`config.mk`:
```
export PLATFORM = sky130hd
export DESIGN_NAME = seq_detector_param
export DESIGN_NICKNAME = d
export VERILOG_FILES = /design/src/rtl/seq_detector_param.sv
export SDC_FILE = /design/constraint.sdc
export NUM_CORES = 1
export LEC_CHECK = 0
export ABC_AREA = 1
export CORE_ASPECT_RATIO = 1.75
export CORE_MARGIN = 4
export CORE_UTILIZATION = 40
export DETAILED_ROUTE_END_ITERATION = 6
export GPL_TIMING_DRIVEN = 0
export PLACE_DENSITY = 0.66
export SYNTH_ARGS = -nofsm -noshare
export SYNTH_HDL_FRONTEND = slang
export SYNTH_SLANG_ARGS = --single-unit
```
`constraint.sdc`:
```
create_clock -name clk -period 1.9 [get_ports clk]
set_input_delay 0.285 -clock clk [delete_from_list [all_inputs] [get_ports clk]]
set_output_delay 0.285 -clock clk [all_outputs]
set_load 0.03 [all_outputs]
```
`src/rtl/seq_detector_param.sv`:
```
// seq_detector_param
// Serial bit-pattern detector with runtime-programmable pattern, length
// (1..PAT_W) and overlap mode. Input bits are qualified by din_valid. The
// block produces a registered one-cycle match pulse and an optional
// saturating match counter.
//
// Optional feature macro: SEQ_DET_COUNT_EN
//   defined   : match counter flops present, match_count = saturating count
//   undefined : no counter flops, match_count tied to zero
//
// Ports
//   clk          in   1      rising-edge clock
//   reset_n      in   1      asynchronous active-low reset
//   din          in   1      serial data bit
//   din_valid    in   1      din is sampled only when high
//   cfg_load     in   1      strobe latching cfg_pattern/cfg_len/cfg_overlap
//   cfg_pattern  in   PAT_W  pattern; bit [len-1] arrives first, bit [0] last
//   cfg_len      in   LEN_W  pattern length (valid range 1..PAT_W)
//   cfg_overlap  in   1      1 = overlapping, 0 = non-overlapping detection
//   seq_detected out  1      registered one-cycle match pulse
//   match_count  out  CNT_W  saturating match count
module seq_detector_param #(
   parameter int               PAT_W       = 8,
   parameter int               CNT_W       = 16,
   parameter logic [PAT_W-1:0] DEF_PATTERN = PAT_W'(8'b0001_0101),
   parameter int               DEF_LEN     = 5,
   parameter int               LEN_W       = $clog2(PAT_W + 1)
) (
   input  logic             clk,
   input  logic             reset_n,
   input  logic             din,
   input  logic             din_valid,
   input  logic             cfg_load,
   input  logic [PAT_W-1:0] cfg_pattern,
   input  logic [LEN_W-1:0] cfg_len,
   input  logic             cfg_overlap,
   output logic             seq_detected,
   output logic [CNT_W-1:0] match_count
);

   typedef enum logic {
      CFG_INVALID = 1'b0,
      RUN         = 1'b1
   } state_e;

   localparam logic [LEN_W-1:0] PAT_W_L   = LEN_W'(PAT_W);
   localparam logic [LEN_W-1:0] DEF_LEN_L = LEN_W'(DEF_LEN);
   localparam state_e RST_STATE =
      ((DEF_LEN >= 1) && (DEF_LEN <= PAT_W)) ? RUN : CFG_INVALID;

   state_e             state_q;
   logic [PAT_W-1:0]   pat_q;
   logic [LEN_W-1:0]   len_q;
   logic               ovl_q;
   logic [PAT_W-1:0]   hist_q;
   logic [LEN_W-1:0]   fill_q;
   logic               det_q;

   logic [PAT_W-1:0]   hist_d;
   logic [LEN_W-1:0]   fill_d;
   logic [PAT_W-1:0]   len_mask;
   logic               hit;
   logic               cfg_valid;

`ifdef SEQ_DET_COUNT_EN
   logic [CNT_W-1:0]   cnt_q;
`endif

   // Config validity is resolved at load time so the compare path only
   // has to look at the registered state.
   assign cfg_valid = (cfg_len != '0) && (cfg_len <= PAT_W_L);

   always_comb begin
      hist_d = {hist_q[PAT_W-2:0], din};
      fill_d = (fill_q >= PAT_W_L) ? PAT_W_L : fill_q + 1'b1;

      // Only the low len_q bits take part in the compare.
      len_mask = '0;
      for (int unsigned i = 0; i < PAT_W; i++) begin
         len_mask[i] = (i < 32'(len_q));
      end

      hit = 1'b0;
      if (din_valid && !cfg_load && (state_q == RUN) && (fill_d >= len_q)) begin
         hit = (((hist_d ^ pat_q) & len_mask) == '0);
      end
   end

   always_ff @(posedge clk or negedge reset_n) begin
      if (!reset_n) begin
         state_q <= RST_STATE;
         pat_q   <= DEF_PATTERN;
         len_q   <= DEF_LEN_L;
         ovl_q   <= 1'b1;
         hist_q  <= '0;
         fill_q  <= '0;
         det_q   <= 1'b0;
`ifdef SEQ_DET_COUNT_EN
         cnt_q   <= '0;
`endif
      end else if (cfg_load) begin
         // Load wins over any din sampled in the same cycle.
         state_q <= cfg_valid ? RUN : CFG_INVALID;
         pat_q   <= cfg_pattern;
         len_q   <= cfg_len;
         ovl_q   <= cfg_overlap;
         hist_q  <= '0;
         fill_q  <= '0;
         det_q   <= 1'b0;
      end else if (din_valid) begin
         hist_q <= hist_d;
         // Non-overlapping mode restarts the fill count after a match, so
         // stale history bits can never contribute to the next match.
         fill_q <= (hit && !ovl_q) ? '0 : fill_d;
         det_q  <= hit;
`ifdef SEQ_DET_COUNT_EN
         if (hit && (cnt_q != '1)) begin
            cnt_q <= cnt_q + 1'b1;
         end
`endif
      end else begin
         det_q <= 1'b0;
      end
   end

   assign seq_detected = det_q;

`ifdef SEQ_DET_COUNT_EN
   assign match_count = cnt_q;
`else
   assign match_count = '0;
`endif

endmodule
```
==> metrics.cfg, run 1 <==
[min_path]
hp-class = input port to flop

[timing]
tightest_slew_ps = 582.4
timing.final.ws_setup_ps = 83.55
fmax_mhz = 550.5
setup_viol = 0
finalCriticalPeriod_ps = 1816
hold_ws_ps = 203.7
hold_viol = 0
maxSlewViolCount = 0
slew_headroom = 0.6105
timing.final.crit_share = 0.9560
clock-skew-final_ps = 4.153

[synthesis]
ys_ff_latch = 26
yosysMostFrequentCell = nand2_1
ys_seq_area_frac = 0.4230
ys_warn_count = 0
ys_top_cells_by_area = dfrtp_1 (30%), nand2_1 (17%), dfstp_2 (12%)
synth-edff-count = 0
synth_cells = 203
async_flop_share = 1.000
yosysTopAreaCell = dfrtp_1
synthFlopType = dfrtp_1
synth_area_per_cell_um2 = 7.680
ys_types = 25
synth_area_um2 = 1559
synth_top_area_frac = 0.3050
synth_common_cells = nand2_1 (69), inv_1 (29), dfrtp_1 (19), buf_4 (16), o21ai_0 (14)

[placement]
gp_congestion = 0.8180
place_ws_ps = 46.79
place_hpwl_mm = 2.650
numPortBuffers = 17

[detailed_routing]
vias_per_cell = 4.546
routed_wirelength_mm = 3.401
ant_nets = 0
num_vias = 1323
drtIter0Drc = 16
drc = 0
wl_per_cell_um = 11.69
dr.pass1.iters = 4

[status]
outcome = finished clean

[worst_setup_path]
critical_path_class = flop to flop
cp.arrival_ps = 1990
startpoint_type = flop
crit_chain = inv_2 -> ha_4 -> inv_4 -> nor2_4 -> ha_4 -> nand2_1 -> nand2_1 -> nand2_2 -> a21oi_4 -> nand4_4 -> nand2_1 -> nand2_1
max_stage_delay_ps = 450
crit_path_top_delay_cell = dfrtp_2
crit_required_ps = 2070
cp-end-kind = flop
crit_fanout = 4
crit_top_cell = nand2_1

[clocking]
cts_root_buf = clkbuf_8
clkLatencyLatePin_ps = 270
clk_path_buf_depth = 2
cts_tree = built
htreeDepth = 1
clkTransAtPathRegs_ps = 90
cts_made_buffers = 3
cts_sinks = 26
holdBufCountCts = 0

[floorplan]
rows = 29
io_pins = 35
start_util = 0.4212
core_um2 = 3701
die_h_um = 90.59
die_area_um2 = 4999
die_w_um = 55.19

[grt]
grt_pass1_vias = 1348
grt_pass1_wl_mm = 5.713
antenna_found_initial = 0
grt_overflow_total = 0
grtUsageTotal = 0.1526
grt_max_degree = 27

[cells_and_area]
final_core_util = 0.5443
fillers = 386
nNetsFinal = 270
drive_gt1_frac = 0.2286
area_growth_pct = 29.21
antenna_cells = 0

[power_and_ir_drop]
powerDensity_nw_per_um2 = 635.9
p_leak_nw = 1.023
peakVddDrop_mv = 0.4657

[run]
maxCapViolCount = 0

## cell usage in the layout, fill, tap and decap left out, drive strengths merged, types with 2 or more instances in the layout
master,count
nor2,11
clkdlybuf4s50,17
ha,6
o22ai,7
nand2,72
o21ai,14
a21oi,4
buf,24
inv,30
dfrtp,19
nor3,2
dfstp,7
conb,16
clkbuf,6
nand3,6
## stage by stage
stage	cell area (um2)	cells	TNS [ps]	power, mW
finish	2014	291	0	1.281
global route	2014	291	-8.776	1.357
CTS	1888	285	0	1.251
detailed placement	1843	281	0	0.9244
global placement	1843	281	0	0.9193
floorplan	1615	218	0	0.8354
## area by class of cell
class | instances | area, um2 | share of cell area
multi-input combinational | 141 | 752.0 | 0.3733
sequential | 26 | 660.6 | 0.3280
timing repair buffer | 23 | 235.2 | 0.1168
buffer | 20 | 143.9 | 0.07143
inverter | 31 | 120.1 | 0.05963
tap | 46 | 57.56 | 0.02857
clock buffer | 4 | 45.04 | 0.02236
## logic make-up (layout without fill, tap and decap cells)
family | count (synthesis) | count (layout) | synth area share
simple gates | 93 | 93 | 0.2600
flops | 26 | 26 | 0.4230
xor+xnor | 1 | 1 | 0.005619
compound gates | 25 | 25 | 0.09310
other cells | 1 | 16 | 0.002405
buf+inv | 51 | 78 | 0.1677
fa+ha+maj | 6 | 6 | 0.04815
## what timing repair did
| item | in CTS | in global routing |
|---|---|---|
| setup endpoints to repair | 0 | 4 |
| gates resized for setup | 0 | 15 |
| setup buffers | 0 | 5 |
## routing by layer
layer | track usage | wire length (um) | up-vias
li1 | - | - | 676
met1 | 0.1672 | 1293 | 602
met2 | 0.2787 | 1874 | 35
met3 | 0.01818 | 146 | 10
met4 | 0.05477 | 87 | 0
met5 | 0 | 0 | -
## path summary, 6_finish.rpt
path / from / endpoint / slack (ps) / cells after the start
worst max-delay path: fill_q[0] / fill_q[0] / 80 / 12
worst min-delay path: cfg_load / pat_q[4] / 200 / 2
worst max register to register: fill_q[0] / fill_q[0] / 80 / 12
worst min register to register: pat_q[4] / pat_q[4] / 500 / 2
max in group asynchronous: reset_n / pat_q[2] / 950 / 2
min in group asynchronous: reset_n / len_q[1] / 380 / 1
## state kept, by name, indices dropped and copies added (netlist names)
register	flops
pat_q	8
seq_detected	1
len_q	4
state_q	1
hist_q	7
ovl_q	1
fill_q	4
## critical path: cells and delay by family, from the launching register on
| family | cells | cell delay [ps] |
|---|---|---|
| AOI/OAI and AO/OA | 1 | 180 |
| adders and majority gates | 2 | 460 |
| buffers and inverters | 2 | 160 |
| DFF | 1 | 450 |
| and+or+nand+nor | 7 | 460 |
## power breakdown
part           internal (mW)  switching [mW]  leakage, nW
clock network          0.150           0.175       0.0228
logic                  0.140           0.191        0.678
registers              0.597          0.0283        0.322
Note: power is estimated with default switching activity, not from simulation.
==> run 2: changes to the inputs <==
CORE_MARGIN = 2   (was 4)
==> metrics.cfg, run 2 (same netlist as run 1, synthesis figures left out) <==
[timing]
rsz0062_at_grt = true
fmax_mhz = 554.3  ; +0.69%
tightest_slew_ps = 1161  ; +578.6 ps
maxSlewViolCount = 0  ; unchanged
timing.final.crit_share = 0.9495  ; -0.006521
clock-skew-final_ps = 1.716  ; -2.437 ps
setup_viol = 0  ; unchanged
finalCriticalPeriod_ps = 1804  ; -12.39 ps
slew_headroom = 0.2236  ; -0.3869
hold_viol = 0  ; unchanged
setup_tns_ps = 0  ; unchanged
hold_ws_ps = 212.1  ; +8.443 ps

[cells_and_area]
drive_gt1_frac = 0.1826  ; -0.04600
layout_commonest_cell = nand2_1
final_cell_mix = nand2_1 (66), inv_1 (29), dfrtp_1 (19)
antenna_cells = 0  ; unchanged
largest_reg_flops = 8  ; unchanged
nNetsFinal = 266  ; -1.5%
fillers = 392  ; +1.6%
stdcell_count = 289  ; -0.69%
largestRegisters = pat_q x8, hist_q x7
area_growth_pct = 22.71
top_register = pat_q

[worst_setup_path]
crit_fanout = 4  ; unchanged
crit_required_ps = 2070  ; about the same
startpoint_type = flop
cp.arrival_ps = 1980  ; about the same
r2r_cells = 12  ; unchanged
cp-end-kind = flop
rr_endpoint = fill_q[1]
rrSetupSlack_ps = 100  ; about the same
critical_path_class = flop to flop
r2r-start = fill_q[1]

[clocking]
cts_sinks = 26  ; unchanged
holdBufCountCts = 0  ; unchanged
clkLatencyLatePin_ps = 270  ; about the same
clk_path_buf_depth = 2  ; unchanged
cts_made_buffers = 3  ; unchanged
cts_root_buf = clkbuf_8
clkTransAtPathRegs_ps = 90  ; about the same
htreeDepth = 1  ; unchanged
cts_tree = built

[min_path]
holdPathEnd = pat_q[0]
hold_start = cfg_load
hold_path_depth = 2  ; unchanged
hp-class = input port to flop

[grt]
grt_pass1_wl_mm = 5.264  ; -7.9%
grt_max_degree = 27  ; unchanged
grt_overflow_total = 0  ; unchanged
antenna_found_initial = 0  ; unchanged
grt_pass1_vias = 1204  ; -11%
grtUsageTotal = 0.1582  ; +0.005571

[detailed_routing]
wl_met3_um = 98  ; -33%
drc = 0  ; unchanged
drtIter0Drc = 9  ; -7
ant_nets = 0  ; unchanged
vias_per_cell = 4.433  ; -2.5%
top_layer = met4
drt-met1-wl_mm = 1.284  ; -0.70%
wl_per_cell_um = 10.98  ; -6.0%
met2_length_mm = 1.738  ; -7.3%
dr.pass1.iters = 4  ; unchanged
num_vias = 1281  ; -3.2%
routed_wirelength_mm = 3.174  ; -6.7%

[status]
outcome = finished clean

[power_and_ir_drop]
powerDensity_nw_per_um2 = 651.6  ; +2.5%
peakVddDrop_mv = 0.5249  ; +13%
p_leak_nw = 0.9935  ; -2.8%

[floorplan]
core_um2 = 3791  ; +2.4%
io_pins = 35  ; unchanged
start_util = 0.4112  ; -0.01001
die_area_um2 = 4432  ; -11%
rows = 30  ; +3.4%
die_w_um = 51.19  ; -7.2%
die_h_um = 86.59  ; -4.4%

[placement]
place_hpwl_mm = 2.503  ; -5.6%
dp.cells = 283  ; +0.71%
gp_congestion = 0.9301  ; +14%
numPortBuffers = 17  ; unchanged

[run]
maxCapViolCount = 0  ; unchanged

==> run 2: cell type report <==
type	count	area, um2	area share
Clock buffer	4	45.04	0.02354
Sequential cell	26	659.4	0.3447
Tap cell	48	60.06	0.03139
Timing Repair Buffer	19	185.2	0.09680
Inverter	31	117.6	0.06148
Multi-Input combinational cell	141	701.9	0.3669
Buffer	20	143.9	0.07521
==> run 2: per-layer routing <==
layer | vias to the layer above | GRT usage
met2 | 26 | 0.2963
met4 | 0 | 0.05897
met5 | - | 0
li1 | 665 | -
met3 | 4 | 0.02069
met1 | 586 | 0.1754
==> run 2: through the flow <==
step	utilization	total power, mW	setup WS [ps]	cell area, um2
after floorplan	-	0.8354	229.7	1615
after global placement	0.4868	0.9199	76.37	1846
after detailed placement	0.4868	0.9230	70.24	1846
after CTS	0.4987	1.242	45.57	1891
after global routing	0.5046	1.314	-62.65	1913
final	0.5046	1.247	95.94	1913
==> run 2: worst max-delay path: stages, from the launching register on <==
cell and delay (ps):
dfrtp_1 410, inv_1 60, ha_1 270, inv_1 80, nor2_1 40, ha_1 260, nand2_1 60, nand2_2 60
nand2_2 60, a21oi_4 150, nand4_4 120, nand2_1 90, nand2_1 40
==> run 2: what timing repair did <==
item                                    4_1_cts  5_1_grt
endpoints found under the setup margin        0        4
setup buffers                                 0        2
hold endpoints to repair                      0        0
gates resized for setup                       0        3
==> run 2: how the worst max path moves through the flow <==
| stage | slack [ps] | start | end | depth (start not counted) |
|---|---|---|---|---|
| floorplan | 230 | fill_q[0] | fill_q[0] | 12 |
| global placement | 80 | fill_q[0] | fill_q[3] | 12 |
| detailed placement | 70 | fill_q[0] | fill_q[1] | 12 |
| CTS | 50 | fill_q[0] | fill_q[1] | 12 |
| global route | -60 | fill_q[1] | fill_q[3] | 12 |
| finish | 100 | fill_q[1] | fill_q[1] | 12 |
==> run 2: power breakdown <==
group	switching [mW]	total, mW	internal [mW]	leakage, nW
Clock	0.176	0.326	0.150	0.0228
Combinational	0.179	0.298	0.119	0.647
Sequential	0.0255	0.622	0.597	0.324
Total	0.381	1.25	0.866	0.994
==> run 3: changes to the inputs <==
clock period = 1.7 ns   (was 1.9 ns; I/O delays follow)
==> metrics.cfg, run 3 (same netlist as run 1, synthesis figures left out) <==
[min_path]
hold_path_depth = 2  ; unchanged
hp-class = input port to flop

[grt]
grt_overflow_total = 0  ; unchanged
grt_max_degree = 27  ; unchanged
grt_pass1_wl_mm = 5.306  ; +0.80%
grt_pass1_vias = 1209  ; +0.42%
antenna_found_initial = 0  ; unchanged
grtUsageTotal = 0.1593  ; +0.001066

[cells_and_area]
area_growth_pct = 25.20
top_register = pat_q
largest_reg_flops = 8  ; unchanged
largestRegisters = pat_q x8, hist_q x7
drive_gt1_frac = 0.2041  ; +0.02151
nNetsFinal = 270  ; +1.5%
antenna_cells = 0  ; unchanged
layout_commonest_cell = nand2_1
final_core_util = 0.5149  ; +0.01023
final_cell_mix = nand2_1 (64), inv_1 (29), buf_4 (22)

[power_and_ir_drop]
p_leak_nw = 1.010  ; +1.7%
p_seq_frac = 0.492  ; -0.007
peakVddDrop_mv = 0.5951  ; +13%
p_int_mw = 0.9819  ; +13%
pwr-share-comb = 0.248  ; +0.009
switching_share = 0.3058  ; +0.0004622
finalPower_mw = 1.414  ; +13%
pwr-share-clk = 0.261  ; about the same
switchingPower_mw = 0.4325  ; +14%
powerDensity_nw_per_um2 = 724.6  ; +11%

[detailed_routing]
routed_wirelength_mm = 3.179  ; +0.16%
wl_per_cell_um = 10.85  ; -1.2%
drc = 0  ; unchanged
drtIter0Drc = 11  ; +2
dr.pass1.iters = 4  ; unchanged
vias_per_cell = 4.420  ; -0.29%
ant_nets = 0  ; unchanged
num_vias = 1295  ; +1.1%

[timing]
setup_viol = 5  ; +5
hold_ws_ps = 180.8  ; -31.32 ps
slew_headroom = 0.2246  ; +0.001055
tightest_slew_ps = 1159  ; -1.578 ps
maxSlewViolCount = 0  ; unchanged
timing.final.crit_share = 1.084  ; +0.1348
timing.final.ws_setup_ps = -143.3  ; -239.3 ps
clock-skew-final_ps = 1.457  ; -0.2592 ps
finalCriticalPeriod_ps = 1843  ; +39.25 ps
fmax_mhz = 542.5  ; -2.1%
hold_viol = 0  ; unchanged
rsz0062_at_grt = true

[clocking]
clkTransAtPathRegs_ps = 90  ; about the same
clkLatencyLatePin_ps = 270  ; about the same
cts_root_buf = clkbuf_8
clk_path_buf_depth = 2  ; unchanged
cts_sinks = 26  ; unchanged
cts_tree = built
cts_made_buffers = 3  ; unchanged
htreeDepth = 1  ; unchanged

[worst_setup_path]
crit_required_ps = 1880  ; -190 ps
crit_chain = ha_1 -> nor2_1 -> nor2_1 -> ha_1 -> nand2_1 -> inv_1 -> nand2_2 -> a21oi_4 -> nand4_4 -> nand2_1 -> nand2_1
cp.arrival_ps = 2020  ; +40 ps
crit_path_top_delay_cell = dfrtp_1
cp-end-kind = flop
max_stage_delay_ps = 430  ; +20 ps
crit_top_cell = nand2_1
crit_fanout = 4  ; unchanged
startpoint_type = flop
critical_path_class = flop to flop
r2r_cells = 11  ; -1

[floorplan]
rows = 30  ; unchanged
die_h_um = 86.59  ; unchanged
die_area_um2 = 4432  ; unchanged
io_pins = 35  ; unchanged
die_w_um = 51.19  ; unchanged
start_util = 0.4112  ; unchanged
core_um2 = 3791  ; unchanged

[placement]
gp_congestion = 0.9301  ; unchanged
place_hpwl_mm = 2.503  ; unchanged
numPortBuffers = 17  ; unchanged
place_ws_ps = -129.8  ; -200.0 ps

[status]
outcome = complete, but fails checks
violations = negative setup slack

[run]
maxCapViolCount = 0  ; unchanged

[run 3: changes by cell type in the layout (fill, tap and decap cells not counted)]
cell | before | now
and3_2 | 1 | 0
and3_4 | 0 | 1
buf_4 | 18 | 22
nand2_1 | 66 | 64
nand2_2 | 6 | 8
[run 3: final timing paths]
path                                endpoint  slack [ps]       from
worst max register to register     fill_q[1]        -140  fill_q[1]
worst min register to register      pat_q[0]         490   pat_q[0]
max in group asynchronous          hist_q[6]         420    reset_n
worst max-delay path               fill_q[1]        -140  fill_q[1]
worst min-delay path                pat_q[0]         180   cfg_load
min in group asynchronous       seq_detected         590    reset_n
[run 3: cell type report]
type | instances | area, um2
clock buffer | 4 | 45.04
buffer | 20 | 143.9
inverter | 31 | 117.6
fill | 386 | 1839
multi-input combinational | 141 | 710.7
sequential | 26 | 659.4
timing repair buffer | 23 | 215.2
tap | 48 | 60.06
[run 3: stage by stage]
stage          area, um2  setup TNS, ps  instances
4_1_cts             1916         -595.8        290
2_1_floorplan       1615              0        218
3_3_place_gp        1846          -1195        283
6_report            1952         -664.9        293
3_5_place_dp        1846         -994.0        283
5_1_grt             1952          -1288        293
[run 3: repair_timing]
item	in CTS	in global routing
pin swaps	1	2
setup endpoints to repair	5	5
gates resized for setup	1	5
buffers inserted	3	3
hold buffers	0	0
[run 3: worst max-delay path: cells and delay by family (launching register included)]
| family | cells | cell delay [ps] |
|---|---|---|
| buffers and inverters | 1 | 60 |
| and+or+nand+nor | 7 | 590 |
| adders and majority gates | 2 | 480 |
| AOI/OAI and AO/OA | 1 | 180 |
| DFF | 1 | 430 |
[run 3: layer usage]
metal  wire (um)  global-route usage  vias to the layer above  part of all wire
met5           0                   0                        -                 0
met4          53             0.05897                        0             0.017
met3          97             0.02069                        4             0.031
met2        1745              0.2987                       26              0.55
met1        1283              0.1765                      589              0.40
li1            -                   -                      676                 -
[run 3: power groups by stage]
stage          sequential [mW]  combinational, mW  clock [mW]
6_report                 0.696              0.350       0.369
5_1_grt                  0.702              0.394       0.391
4_1_cts                  0.696              0.339       0.367
3_5_place_dp             0.708              0.324           0
3_3_place_gp             0.708              0.320           0
2_1_floorplan            0.700              0.234           0
